==> src/rtl/verdict_capture_fifo.sv <==
// Timestamps active monitor verdicts and buffers {ts, verdict} pairs for a valid/ready drain.
// Define VERDICT_DEDUP_EN to suppress pushes that repeat the last accepted verdict.
module verdict_capture_fifo #(
    parameter int unsigned DATA_W = 64,
    parameter int unsigned TS_W   = 32,
    parameter int unsigned DEPTH  = 16,
    parameter int unsigned CNT_W  = 16
) (
    input  logic                   clk,
    input  logic                   rst,
    input  logic                   en,
    input  logic [DATA_W-1:0]      verdict,
    input  logic                   verdict_aktv,
    output logic                   m_valid,
    input  logic                   m_ready,
    output logic [DATA_W-1:0]      m_data,
    output logic [TS_W-1:0]        m_ts,
    output logic [$clog2(DEPTH):0] level,
    output logic [CNT_W-1:0]       drop_cnt,
    output logic                   overflow
);
    localparam int unsigned AW = $clog2(DEPTH);
    localparam logic [AW:0]     PTR_ONE = 1;
    localparam logic [TS_W-1:0] TS_ONE  = 1;
    localparam logic [CNT_W-1:0] CNT_ONE = 1;

    logic [DATA_W-1:0] data_mem [DEPTH];
    logic [TS_W-1:0]   ts_mem   [DEPTH];

    logic [AW:0]       wr_ptr_q, rd_ptr_q;
    logic [TS_W-1:0]   ts_q;
    logic [CNT_W-1:0]  drop_cnt_q;
    logic              overflow_q;

    logic empty, full, pop, push, drop, attempt;

    assign empty = (wr_ptr_q == rd_ptr_q);
    // Full: same slot index, opposite wrap bit.
    assign full  = (wr_ptr_q[AW-1:0] == rd_ptr_q[AW-1:0]) && (wr_ptr_q[AW] != rd_ptr_q[AW]);
    assign pop   = !empty && m_ready;
    assign push  = attempt && (!full || pop);
    assign drop  = attempt && full && !pop;

`ifdef VERDICT_DEDUP_EN
    logic [DATA_W-1:0] last_q;
    logic              last_valid_q;

    assign attempt = en && verdict_aktv && !(last_valid_q && (verdict == last_q));

    always_ff @(posedge clk) begin
        if (rst) begin
            last_q       <= '0;
            last_valid_q <= 1'b0;
        end else if (push) begin
            last_q       <= verdict;
            last_valid_q <= 1'b1;
        end
    end
`else
    assign attempt = en && verdict_aktv;
`endif

    always_ff @(posedge clk) begin
        if (rst) begin
            wr_ptr_q   <= '0;
            rd_ptr_q   <= '0;
            ts_q       <= '0;
            drop_cnt_q <= '0;
            overflow_q <= 1'b0;
        end else begin
            if (en) begin
                ts_q <= ts_q + TS_ONE;
            end
            if (push) begin
                wr_ptr_q <= wr_ptr_q + PTR_ONE;
            end
            if (pop) begin
                rd_ptr_q <= rd_ptr_q + PTR_ONE;
            end
            if (drop) begin
                overflow_q <= 1'b1;
                if (drop_cnt_q != '1) begin
                    drop_cnt_q <= drop_cnt_q + CNT_ONE;
                end
            end
        end
    end

    // Storage needs no reset; pointers alone define what is valid.
    always_ff @(posedge clk) begin
        if (!rst && push) begin
            data_mem[wr_ptr_q[AW-1:0]] <= verdict;
            ts_mem[wr_ptr_q[AW-1:0]]   <= ts_q;
        end
    end

    always_comb begin
        m_valid = !empty;
        m_data  = '0;
        m_ts    = '0;
        if (!empty) begin
            m_data = data_mem[rd_ptr_q[AW-1:0]];
            m_ts   = ts_mem[rd_ptr_q[AW-1:0]];
        end
    end

    assign level    = wr_ptr_q - rd_ptr_q;
    assign drop_cnt = drop_cnt_q;
    assign overflow = overflow_q;

endmodule

==> config.mk <==
export PLATFORM = sky130hd
export DESIGN_NAME = verdict_capture_fifo
export DESIGN_NICKNAME = d
export VERILOG_FILES = /design/src/rtl/verdict_capture_fifo.sv
export SDC_FILE = /design/constraint.sdc
export NUM_CORES = 1
export LEC_CHECK = 0
export CORE_MARGIN = 2
export CORE_UTILIZATION = 57
export CTS_BUF_LIST = sky130_fd_sc_hd__clkbuf_4
export CTS_CLUSTER_DIAMETER = 30
export CTS_CLUSTER_SIZE = 25
export DETAILED_ROUTE_END_ITERATION = 7
export GPL_TIMING_DRIVEN = 0
export PLACE_DENSITY = 0.74
export SLEW_MARGIN = 20
export SYNTH_ARGS = -nofsm -noshare
export SYNTH_HDL_FRONTEND = slang
export SYNTH_SLANG_ARGS = --single-unit
==> constraint.sdc <==
create_clock -name clk -period 11.78 [get_ports clk]
set_input_delay 1.178 -clock clk [delete_from_list [all_inputs] [get_ports clk]]
set_output_delay 1.178 -clock clk [all_outputs]
set_load 0.01 [all_outputs]
==> results of run 1 <==
==> stage by stage <==
stage	power, W	setup WS (ns)
after floorplan	0.00708	0.0589
after CTS	0.0119	5.33
final	0.0118	5.35
after detailed placement	0.00757	6.63
after global placement	0.00755	-11.12
after global routing	0.0122	5.17
==> cells in the mapped netlist (3+ instances only) <==
cell type / instances
sky130_fd_sc_hd__xor2_1: 7
sky130_fd_sc_hd__a21oi_1: 41
sky130_fd_sc_hd__buf_2: 44
sky130_fd_sc_hd__mux4_2: 384
sky130_fd_sc_hd__and4_1: 6
sky130_fd_sc_hd__mux2i_1: 195
sky130_fd_sc_hd__nor3_1: 3
sky130_fd_sc_hd__or4_1: 27
sky130_fd_sc_hd__ha_1: 11
sky130_fd_sc_hd__o21ai_0: 13
sky130_fd_sc_hd__nand4_1: 15
sky130_fd_sc_hd__o22ai_1: 96
sky130_fd_sc_hd__nor2_1: 33
sky130_fd_sc_hd__dfxtp_1: 63
sky130_fd_sc_hd__nand3_1: 16
sky130_fd_sc_hd__edfxtp_1: 1536
sky130_fd_sc_hd__nand2b_1: 7
sky130_fd_sc_hd__nor4_1: 7
sky130_fd_sc_hd__buf_1: 12
sky130_fd_sc_hd__or3_1: 14
sky130_fd_sc_hd__inv_1: 17
sky130_fd_sc_hd__and3_1: 4
sky130_fd_sc_hd__and2_1: 4
sky130_fd_sc_hd__o31ai_1: 25
sky130_fd_sc_hd__nand2_1: 20
sky130_fd_sc_hd__clkbuf_1: 89
sky130_fd_sc_hd__xnor2_1: 13
==> layout make-up <==
cell class	instances	area (um2)
diodes	5	12.5
plain buffers	147	624
clock buffers	307	2300
clock inverters	185	2060
fillers	6678	35400
inverters	17	63.8
multi-input cells	958	13100
flip-flops and latches	1599	47400
well taps	1403	1760
repair buffers	341	3880
==> placed cells by master (no fill, tap or decap), types with 40 or more instances in the layout <==
master and instances:
sky130_fd_sc_hd__a21oi_1 41, sky130_fd_sc_hd__buf_12 40, sky130_fd_sc_hd__buf_2 118, sky130_fd_sc_hd__clkbuf_1 88
sky130_fd_sc_hd__clkbuf_4 307, sky130_fd_sc_hd__clkdlybuf4s50_1 186, sky130_fd_sc_hd__dfxtp_1 63, sky130_fd_sc_hd__edfxtp_1 1536
sky130_fd_sc_hd__mux2i_1 195, sky130_fd_sc_hd__mux4_2 384, sky130_fd_sc_hd__o22ai_1 96
==> cell families after synthesis <==
logic type / synth area share
DFF: 0.776
muxes: 0.174
AOI/OAI and AO/OA: 0.0183
buffers and inverters: 0.0112
and+or+nand+nor: 0.0154
xor gates and xnor gates: 0.00287
adders and majority gates: 0.00258
==> per-layer routing <==
metal	share of wire	vias up	wire length [um]
li1	-	13000	-
met1	0.37	16400	53500
met2	0.51	1762	73300
met3	0.098	249	14100
met4	0.023	20	3270
met5	0.00085	-	122
==> how the worst max path moves through the flow <==
stage | start | slack, ns | endpoint | cells after the start
final | wr_ptr_q[3] | 5.35 | m_data[30] | 8
after global routing | rd_ptr_q[4] | 5.17 | m_data[61] | 7
after floorplan | en | 0.06 | data_mem[0][0] | 5
after global placement | verdict_aktv | -11.12 | data_mem[0][20] | 5
after detailed placement | wr_ptr_q[3] | 6.63 | m_data[30] | 8
after CTS | wr_ptr_q[3] | 5.33 | m_data[30] | 8
==> sequential cells by signal, summed over array words and instances (netlist names), named ones only <==
signal / count
drop_cnt: 16
ts_mem: 512
wr_ptr_q: 5
rd_ptr_q: 5
ts_q: 32
data_mem: 1024
overflow: 1
==> power by group through the flow <==
stage / registers (W) / logic, W / clock network (W)
after floorplan: 0.00635 / 0.000727 / 0
after global placement: 0.00636 / 0.00119 / 0
after detailed placement: 0.00635 / 0.00122 / 0
after CTS: 0.00622 / 0.00123 / 0.00442
after global routing: 0.00622 / 0.00129 / 0.00467
final: 0.00622 / 0.00121 / 0.00435
==> worst max-delay path, stage by stage (launching register included) <==
cell                              delay, ns
sky130_fd_sc_hd__dfxtp_1               0.60
sky130_fd_sc_hd__ha_1                  0.29
sky130_fd_sc_hd__and4_1                0.29
sky130_fd_sc_hd__nand2_1               0.19
sky130_fd_sc_hd__nand2_1               0.63
sky130_fd_sc_hd__buf_2                 0.49
sky130_fd_sc_hd__clkbuf_1              0.69
sky130_fd_sc_hd__o22ai_1               0.34
sky130_fd_sc_hd__clkdlybuf4s50_1       0.58
==> metrics.cfg, run 1 <==
[outcome]
result_of_the_run=finished, final reports clean

[critical_path]
critical_path_required_ns=10.60
critPathMaxFanout=10
rr_endpoint=data_mem[2][44]
critPathLaunchType=register
rr_startpoint=wr_ptr_q[3]
data_arrival_time_of_the_critical_path_ns=5.25
worst_setup_path_end_kind=primary output
r2r_cells=12
path_class=register to primary output
r2r_slack_ns=7.45

[route]
route.detailed.vias_per_inst=6.33
final_antenna_net_count=0
drt_pass1_iterations=5
avgRoutedWirePerCell_um=29.1
count_of_vias_placed_by_the_detailed_router=31400
post-route-drc-count=0
wl_mm=144
drt_iter0_drc=3612

[global_routing]
grt_pass1_vias=33000
met1_usage=0.351
gr-total-overflow=0
grt_start_max_net_pins=24
grt_util_met3=0.0634
groute.usage.overall=0.266
grt_busiest_layer=met2
antenna_found_initial=14
gr-usage-met2=0.444
global_route_wire_length_before_repair_mm=212

[synthesis]
synthDistinctLibCells=41
synth_enable_flop_cells=1536
synth.ff_latch_count=1599
synth_area_per_cell_um2=22.4
synthesis.yosys.warnings=0
yosysSeqAreaShare=0.776
mappedNetlistArea_um2=61100
synth_cells=2721
post-synth-top-area-cell=sky130_fd_sc_hd__edfxtp_1
netlist.area_leader.share=0.755
synth_nets=2802
synth.top_cells.by_area=sky130_fd_sc_hd__edfxtp_1 76%, sky130_fd_sc_hd__mux4_2 14%, sky130_fd_sc_hd__mux2i_1 3.2%
asyncSetResetFlopFracSynth=0
yosys_most_used_dff=sky130_fd_sc_hd__edfxtp_1

[power_and_ir_drop]
seq_power_share=0.528
power.ir.vdd_worst_v=0.0000887
power_leakage_nw=21.4
clockPowerShare=0.369
power_switching_w=0.00284
power_density_nw_per_um2=165
combinationalPowerShare=0.103
internal-power_w=0.00894
sw_frac=0.241

[cells_and_area]
nets=3429
layout-drive-gt1-share=0.301
final_util=0.668
finalInstanceArea_um2=71200
fin_cells=4962
areaGrowthSynthToFinish_pct=16.6

[clocking]
ctsHoldBuffers=0
tritoncts_num_sinks=1599
clk_root_buffer_cell=sky130_fd_sc_hd__clkbuf_4
worst_setup_hold_path_clk_slew_ns=0.09
tritoncts_clock_tree=built
cts_resized=0
cts_inserted_buffers=284
cts-root-to-sink-buffers=4
post-cts-setup-buffer-count=0
ctsHtreeMaxLevel=5
clock_latency_at_the_later_pin_of_the_worst_skew_pair_ns=1.19

[timing]
timing.max_slew.rel_slack=0.187
fmax_mhz=156
grt_setup_unrepaired=false
finalSetupTns_ns=0
final_period_minus_worst_setup_slack_ns=6.43
finalCritPeriodShare=0.546
timing_max_transition_violations_final=0
holdWs_ns=0.452
total_count_of_hold_check_failures_in_the_final_report=0
setup_viol=0
pin_slew_with_the_least_headroom_to_its_limit_ns=1.22
skew_ns=0.0800

[floorplan]
io_pins=188
placeableCoreArea_um2=107000
die_w_um=331
chipHeight_um=331
floorplan.die_area_um2=110000
core.rowCount=120
floorplan.initialDensity=0.573

[run]
drv_cap=0

[worst_hold_path]
worst_hold_path.num_cells=2
hold_path.startpoint=overflow
timing.hold.worst.class=register to register
worstHoldEndpoint=overflow

[placement]
placedCellCount=4465
placedInstanceArea_um2=66800
routabilityCongestion=0.793
dpl.hpwl_mm=93.3
place.port_buffers=186

Power figures use the tool's default switching activity.
==> run 2: changes to the inputs <==
==> constraint.sdc (replaced) <==
create_clock -name clk -period 5.7 [get_ports clk]
set_input_delay 0.57 -clock clk [delete_from_list [all_inputs] [get_ports clk]]
set_output_delay 0.57 -clock clk [all_outputs]
set_load 0.01 [all_outputs]
==> metrics.cfg, run 2 (same netlist as run 1, synthesis figures left out) <==
[global_routing]
groute.usage.overall=0.267  ; +0.00132
gr-total-overflow=0  ; unchanged
grt_pass1_vias=32700  ; -1.0%
antenna_found_initial=11  ; -3
global_route_wire_length_before_repair_mm=212  ; about the same
grt_start_max_net_pins=24  ; unchanged

[clocking]
cts_inserted_buffers=287  ; +1.1%
ctsHtreeMaxLevel=5  ; unchanged
worst_setup_hold_path_clk_slew_ns=0.10  ; about the same
clock_latency_at_the_later_pin_of_the_worst_skew_pair_ns=1.22  ; +0.03 ns
tritoncts_clock_tree=built
tritoncts_num_sinks=1599  ; unchanged
clk_root_buffer_cell=sky130_fd_sc_hd__clkbuf_4
cts-root-to-sink-buffers=4  ; unchanged

[route]
avgRoutedWirePerCell_um=29.4  ; +0.92%
route.detailed.vias_per_inst=6.34  ; about the same
wl_mm=145  ; +0.56%
drt_pass1_iterations=6  ; +1
drt_iter0_drc=4189  ; +16%
final_antenna_net_count=0  ; unchanged
count_of_vias_placed_by_the_detailed_router=31300  ; -0.31%
post-route-drc-count=0  ; unchanged

[timing]
total_count_of_hold_check_failures_in_the_final_report=0  ; unchanged
setup_viol=0  ; unchanged
pin_slew_with_the_least_headroom_to_its_limit_ns=1.15  ; -0.0723 ns
finalSetupTns_ns=0  ; unchanged
final_period_minus_worst_setup_slack_ns=5.52
finalCritPeriodShare=0.968
timing.max_slew.rel_slack=0.235  ; +0.0482
timing_max_transition_violations_final=0  ; unchanged
fmax_mhz=181
skew_ns=0.0933  ; +0.0133 ns
holdWs_ns=0.115  ; -0.337 ns
grt_setup_unrepaired=false

[critical_path]
worstPathBufferInverterCount=4  ; +1
critical_path_required_ns=5.13  ; -5.47 ns
data_arrival_time_of_the_critical_path_ns=4.95  ; -0.30 ns
timing.critical_path.mode_cell=sky130_fd_sc_hd__clkbuf_1
worst_setup_path_end_kind=primary output
critPathLaunchType=register
crit_chain=clkbuf_1, clkbuf_1, clkbuf_1, mux2i_1, o22ai_1, clkdlybuf4s50_1
critPathMaxFanout=10  ; unchanged
r2r_cells=10  ; -2
path_delay_family=buffers and inverters
worst-path-stages=6  ; -2
path_class=register to primary output
critPathSlowestCell=sky130_fd_sc_hd__clkbuf_1
cpPeakStageDelay_ns=0.89  ; +0.20 ns

[floorplan]
io_pins=188  ; unchanged
placeableCoreArea_um2=107000  ; unchanged
floorplan.initialDensity=0.573  ; unchanged
die_w_um=331  ; unchanged
chipHeight_um=331  ; unchanged
core.rowCount=120  ; unchanged
floorplan.die_area_um2=110000  ; unchanged

[cells_and_area]
multiInputGateArea_um2=13200  ; +0.31%
nets=3397  ; -0.93%
layout-drive-gt1-share=0.300  ; -0.000616
mostFrequentLayoutCell=sky130_fd_sc_hd__edfxtp_1
areaGrowthSynthToFinish_pct=17.2
filler_cell_count=6635  ; -0.64%
largest_register_ffs=1024  ; unchanged
final_cell_mix=1536 x sky130_fd_sc_hd__edfxtp_1, 384 x sky130_fd_sc_hd__mux4_2, 315 x sky130_fd_sc_hd__clkbuf_4, 195 x sky130_fd_sc_hd__mux2i_1, 186 x sky130_fd_sc_hd__clkdlybuf4s50_1
area_taken_by_flip_flops_and_latches_um2=47400  ; unchanged
final_util=0.671  ; +0.00332

[placement]
dpl.hpwl_mm=92.8  ; -0.51%
routabilityCongestion=0.834  ; +5.1%
place.port_buffers=186  ; unchanged

[worst_hold_path]
timing.hold.worst.class=input pin to register
worst_hold_path.num_cells=3  ; +1

[power_and_ir_drop]
power_leakage_nw=21.4  ; -0.33%
power.ir.vdd_worst_v=0.000157  ; +77%
fin_total_pwr_w=0.0245  ; +110%
power_density_nw_per_um2=343  ; +110%

[outcome]
result_of_the_run=finished, final reports clean

[run]
drv_cap=0  ; unchanged

[run 2: cell type report]
cell class	instances	share of cell area
clock buffers	315	0.0330
well taps	1403	0.0245
flip-flops and latches	1599	0.662
diodes	13	0.000455
clock inverters	186	0.0299
multi-input cells	958	0.184
repair buffers	306	0.0560
inverters	17	0.000892
plain buffers	147	0.00913
[run 2: metal layers]
metal,vias up,GRT usage,share of wire
met2,1761,0.433,0.50
met5,-,0,0.00018
met3,273,0.0655,0.097
met4,4,0.0870,0.025
li1,13000,-,-
met1,16300,0.362,0.38
[run 2: worst register-to-register path: cells and delay by family, from the launching register on]
family | cells | cell delay (ns)
simple gates | 3 | 1.64
buf+inv | 5 | 1.32
flops | 1 | 0.71
fa+ha+maj | 1 | 0.38
compound gates | 1 | 0.16
[run 2: power by group]
group          switching [W]  internal, W  total (W)  leakage [nW]
registers          0.0000203       0.0128     0.0129          14.1
logic                0.00134      0.00117    0.00250          4.87
clock network        0.00455      0.00464    0.00919          2.40
[run 2: final timing paths]
path	from	end	slack (ns)
worst min register to register	overflow	overflow	0.46
worst max-delay path	register	m_data[8]	0.18
worst min-delay path	rst	ts_q[15]	0.11
worst max register to register	wr_ptr_q[3]	data_mem[7][26]	1.18
[run 2: repair_timing]
action                                  in CTS  in global routing
hold buffers                                 1                  0
buffers inserted                             0                  0
hold endpoints to repair                     6                  0
resized for setup                            8                 14
endpoints found under the setup margin      15                  6
[run 2: stage by stage]
stage / instance area [um2] / worst slack [ns] / std cells
final: 71600 / 0.183 / 4944
after global routing: 71500 / 0.0335 / 4935
after CTS: 71500 / 0.00775 / 4931
after detailed placement: 67000 / 1.15 / 4429
after global placement: 64700 / -7.97 / 4310
after floorplan: 61100 / -1.48 / 2721
==> variant 1: new RTL, settings of run 1 <==
`CNT_W`: 16 -> 32.
--- a/src/rtl/verdict_capture_fifo.sv
+++ b/src/rtl/verdict_capture_fifo.sv
@@ -4,7 +4,7 @@
     parameter int unsigned DATA_W = 64,
     parameter int unsigned TS_W   = 32,
     parameter int unsigned DEPTH  = 16,
-    parameter int unsigned CNT_W  = 16
+    parameter int unsigned CNT_W  = 32
 ) (
     input  logic                   clk,
     input  logic                   rst,
Interface: changed (resized drop_cnt); port bits go from 188 to 204. The function was not compared with the original's and may differ.
==> variant 1 against run 1 <==
Wire length is 3.6% higher. Combinational power up 8%. Sequential share of layout area fell by 0.96 points. Final area rose by 2.2%. Area after synthesis rose by 1.4%. Setup slack improved by 190 ps. Total power up 1.2%. Sequential cell count up 16. Count of clock-buffer cells in the layout is 16 higher. Critical path type unchanged. Highest routed layer unchanged.
==> variant 1: results (changes against run 1) <==
[detailed_routing]
dr.pass1.iters=6  ; +1
drtIter0Drc=3947  ; +9.3%
num_vias=31610  ; +0.56%

[layout]
drive_gt1_share_pct=33.67  ; +3.6 points
layout.nets=3413  ; -0.47%
fin_cells=4956  ; -0.12%
n_fill_cell=6452  ; -3.4%

[timing]
slew_headroom_pct=26.40  ; +7.7 points
finalClockSkew_ps=101.1  ; +21.14 ps

[placed_design]
routabilityCongestion=0.8172  ; +3.0%
dp_hpwl_um=94460  ; +1.3%
placed_cells=4442  ; -0.52%
port_buffers=201  ; +8.1%

[power]
p_leak_nw=22.33  ; +4.2%
ir_worst_vdd_mv=0.08184  ; -7.7%

[status]
status=finished clean

[logic_synthesis]
synth_nets=2767  ; -1.2%
yosysSeqAreaShare_pct=77.06  ; -0.54 points
ys_top_cells_by_area=edfxtp_1, mux4_2, dfxtp_1, and2_1, clkbuf_1

[critical_path]
r2r_start=wr_ptr_q[0]
rr_endpoint=data_mem[1][46]
r2r_cells=14  ; +2
r2r_slack_ps=7280  ; -170 ps
arrival_ps=5060  ; -190 ps

[grt]
grt_pass1_vias=33110  ; +0.31%
grt_max_degree=23  ; -4.2%
grt_use_total_pct=27.39  ; +0.81 points
grt_pass1_wl_um=218000  ; +2.9%

[clock_network]
cts_buffers=290  ; +2.1%

==> variant 1: cell count changes after synthesis, moves of 8 or more <==
cell and delta:
mux2i_1 -193, or4_1 -14, mux4_2 +96, a21oi_1 -10, and2_1 +95, nand2_1 +8
xor2_1 +16, o22ai_1 -96, dfxtp_1 +16, nor2_1 +36, nand4_1 +9, o31ai_1 -11
==> variant 1: cell type report <==
| type | count | area (um2) | share of cell area (%) |
|---|---|---|---|
| Clock buffer | 323 | 2425 | 3.333 |
| Tap cell | 1403 | 1755 | 2.413 |
| Multi-Input combinational cell | 922 | 13690 | 18.82 |
| Antenna cell | 7 | 17.52 | 0.02408 |
| Buffer | 136 | 588.1 | 0.8084 |
| Clock inverter | 183 | 1938 | 2.664 |
| Sequential cell | 1615 | 47710 | 65.58 |
| Timing Repair Buffer | 354 | 4579 | 6.295 |
| Inverter | 13 | 48.80 | 0.06708 |
==> variant 1: per-layer routing <==
layer	GRT usage (%)	vias up	wire (um)	part of all wire, %
met5	0	-	52	0.035
met4	8.867	8	3545	2.4
met3	6.309	258	15140	10
met2	44.49	1971	75430	50
met1	37.38	16500	55410	37
li1	-	12870	-	-
==> variant 1: worst max path at each step <==
stage	end	start	depth (start not counted)	slack, ps
finish	m_data[48]	wr_ptr_q[0]	8	5540
global route	m_data[32]	wr_ptr_q[0]	8	5340
CTS	m_data[32]	wr_ptr_q[0]	8	5060
detailed placement	m_data[32]	wr_ptr_q[0]	8	6400
global placement	data_mem[3][46]	en	5	-6990
floorplan	data_mem[3][0]	en	5	2520
==> variant 1: stage by stage <==
stage	utilization (%)	setup WS [ps]	hold slack [ps]	cell area, um2	setup TNS [ps]
finish	67.77	5537	491.8	72750	0
global route	67.76	5342	525.6	72740	0
CTS	67.72	5062	428.8	72700	0
detailed placement	63.66	6403	461.2	68340	0
global placement	61.18	-6995	464.5	65680	-3500060
floorplan	-	2520	471.3	61910	0
==> variant 1: kinds of logic after synthesis <==
logic type / Yosys count / synth area share, %
DFF: 1615 / 77.06
muxes: 486 / 17.57
and+or+nand+nor: 317 / 2.892
buffers and inverters: 149 / 1.011
AOI/OAI and AO/OA: 64 / 0.6103
xor gates and xnor gates: 43 / 0.6083
adders and majority gates: 12 / 0.2546
==> variant 1: worst max-delay path: stages, from the launching register on <==
cell,delay (ps)
dfxtp_1,440
inv_1,140
ha_1,350
and4_1,240
nand2_2,530
clkbuf_1,790
clkbuf_1,550
and2_1,290
clkdlybuf4s50_1,560
==> variant 1: power by group <==
group / switching, W / internal [W]
registers: 0.0000100 / 0.00626
logic: 0.000663 / 0.000646
clock network: 0.00222 / 0.00212
==> variant 2: new RTL, config.mk and constraints of run 1 <==
Made on the original files. Register the output `level`, with the module's reset; this adds one clock of latency there. The other outputs are not delayed to match.
--- a/src/rtl/verdict_capture_fifo.sv
+++ b/src/rtl/verdict_capture_fifo.sv
@@ -104,7 +104,13 @@
         end
     end
 
-    assign level    = wr_ptr_q - rd_ptr_q;
+    always_ff @(posedge clk) begin
+        if (rst) begin
+            level <= '0;
+        end else begin
+            level <= wr_ptr_q - rd_ptr_q;
+        end
+    end
     assign drop_cnt = drop_cnt_q;
     assign overflow = overflow_q;
 
Behaviour: not the same (a bounded check fails within 4 cycles, from zero or initial values and one cycle with rst high).
==> variant 2 against run 1 <==
First-iteration DRC count grew 11%. Global-route usage shrank 0.17 points. Clock skew grew 16 ps. Setup slack lost 130 ps. Fmax shrank 2.0%. Final area grew 0.53%. Area after synthesis grew 0.28%. Utilization grew 0.26 points. Sequential cell count grew 5. Total power grew 1.3%. Sequential share of layout area shrank 0.21 points. Wire length shrank 0.27%. Combinational power grew 7%. Critical path type unchanged. Largest cell class unchanged. Highest routed layer is now met4.
==> variant 2: results (changes against run 1) <==
[hold_path]
hold_path.class=in -> reg
hold_depth=3  ; +1
whs_endpoint=ts_q[0]
hp-start=en

[logic_synthesis]
yosys.cell_types.count=51  ; +24%
synth_common_cells=edfxtp_1, mux4_2, mux2i_1
yosysSeqAreaShare_pct=77.54  ; about the same
synth_adder_area_share_pct=0.2574  ; -0.00073 points
synthMuxAreaShare_pct=17.33  ; -0.047 points
synth_compound_area_share_pct=1.847  ; +0.021 points
synth_nets=2818  ; +0.57%
syn_inst=2737  ; +0.59%
synthXorXnorAreaFrac_pct=0.2574  ; -0.029 points

[critical_path]
arrival_ps=5380  ; +130 ps
rr_endpoint=data_mem[12][21]
r2r_slack_ps=7810  ; +360 ps
crit_start=wr_ptr_q[0]
r2r_start=wr_ptr_q[0]
slowest_delay_ps=650  ; -40 ps

[grt]
met2_usage_pct=43.24  ; -1.1 points
antenna_found_initial=4  ; -10
grt_max_degree=25  ; +4.2%
grt_use_met1_pct=35.94  ; +0.88 points
grt_pass1_wl_um=210800  ; -0.54%
grt_pass1_vias=32770  ; -0.73%
met3_usage_pct=5.401  ; -0.94 points

[clock_network]
cts_buffers=279  ; -1.8%

[detailed_routing]
drtIter0Drc=4025  ; +11%
via_per_inst=6.348  ; +0.22%
wl_met1_um=54170  ; +1.2%
wl_per_cell_um=29.09  ; about the same
dr_wl_met2_um=72120  ; -1.6%
routed_wl_um=144000  ; -0.27%
top_layer=met4

[power]
p_leak_nw=21.10  ; -1.6%
ir_worst_vdd_mv=0.1003  ; +13%

[placed_design]
place_ws_ps=6460  ; -172.7 ps
dp_hpwl_um=93340  ; about the same
dpl_cell_area_um2=67190  ; +0.54%
placed_cells=4460  ; -0.11%
routabilityCongestion=0.7845  ; -1.1%

[status]
status=finished clean

[layout]
drive_gt1_share_pct=29.17  ; -0.93 points

[timing]
slew_headroom_pct=20.17  ; +1.5 points
hold_ws_ps=391.6  ; -59.99 ps

variant 2: cell types whose count changed after synthesis, sizes merged, moves of 3 or more:
cell,before,now
dfxtp,63,68
nand3,16,19
nor3,3,10
clkbuf,89,86
buf,58,66
nor2b,1,4
o41ai,0,3
nor4,7,4
nand2,20,14
variant 2: cell type report:
cell class	instances	share of cell area, %
flip-flops and latches	1604	66.33
multi-input cells	963	18.39
repair buffers	320	5.695
clock buffers	313	3.282
clock inverters	171	2.847
well taps	1403	2.452
plain buffers	152	0.8965
inverters	18	0.09437
diodes	6	0.02097
variant 2: power breakdown:
group	leakage [nW]	total [W]	internal [W]	switching (W)
logic	4.91	0.00130	0.000609	0.000691
registers	13.8	0.00625	0.00623	0.0000124
clock network	2.37	0.00439	0.00228	0.00210
total	21.1	0.0119	0.00913	0.00281
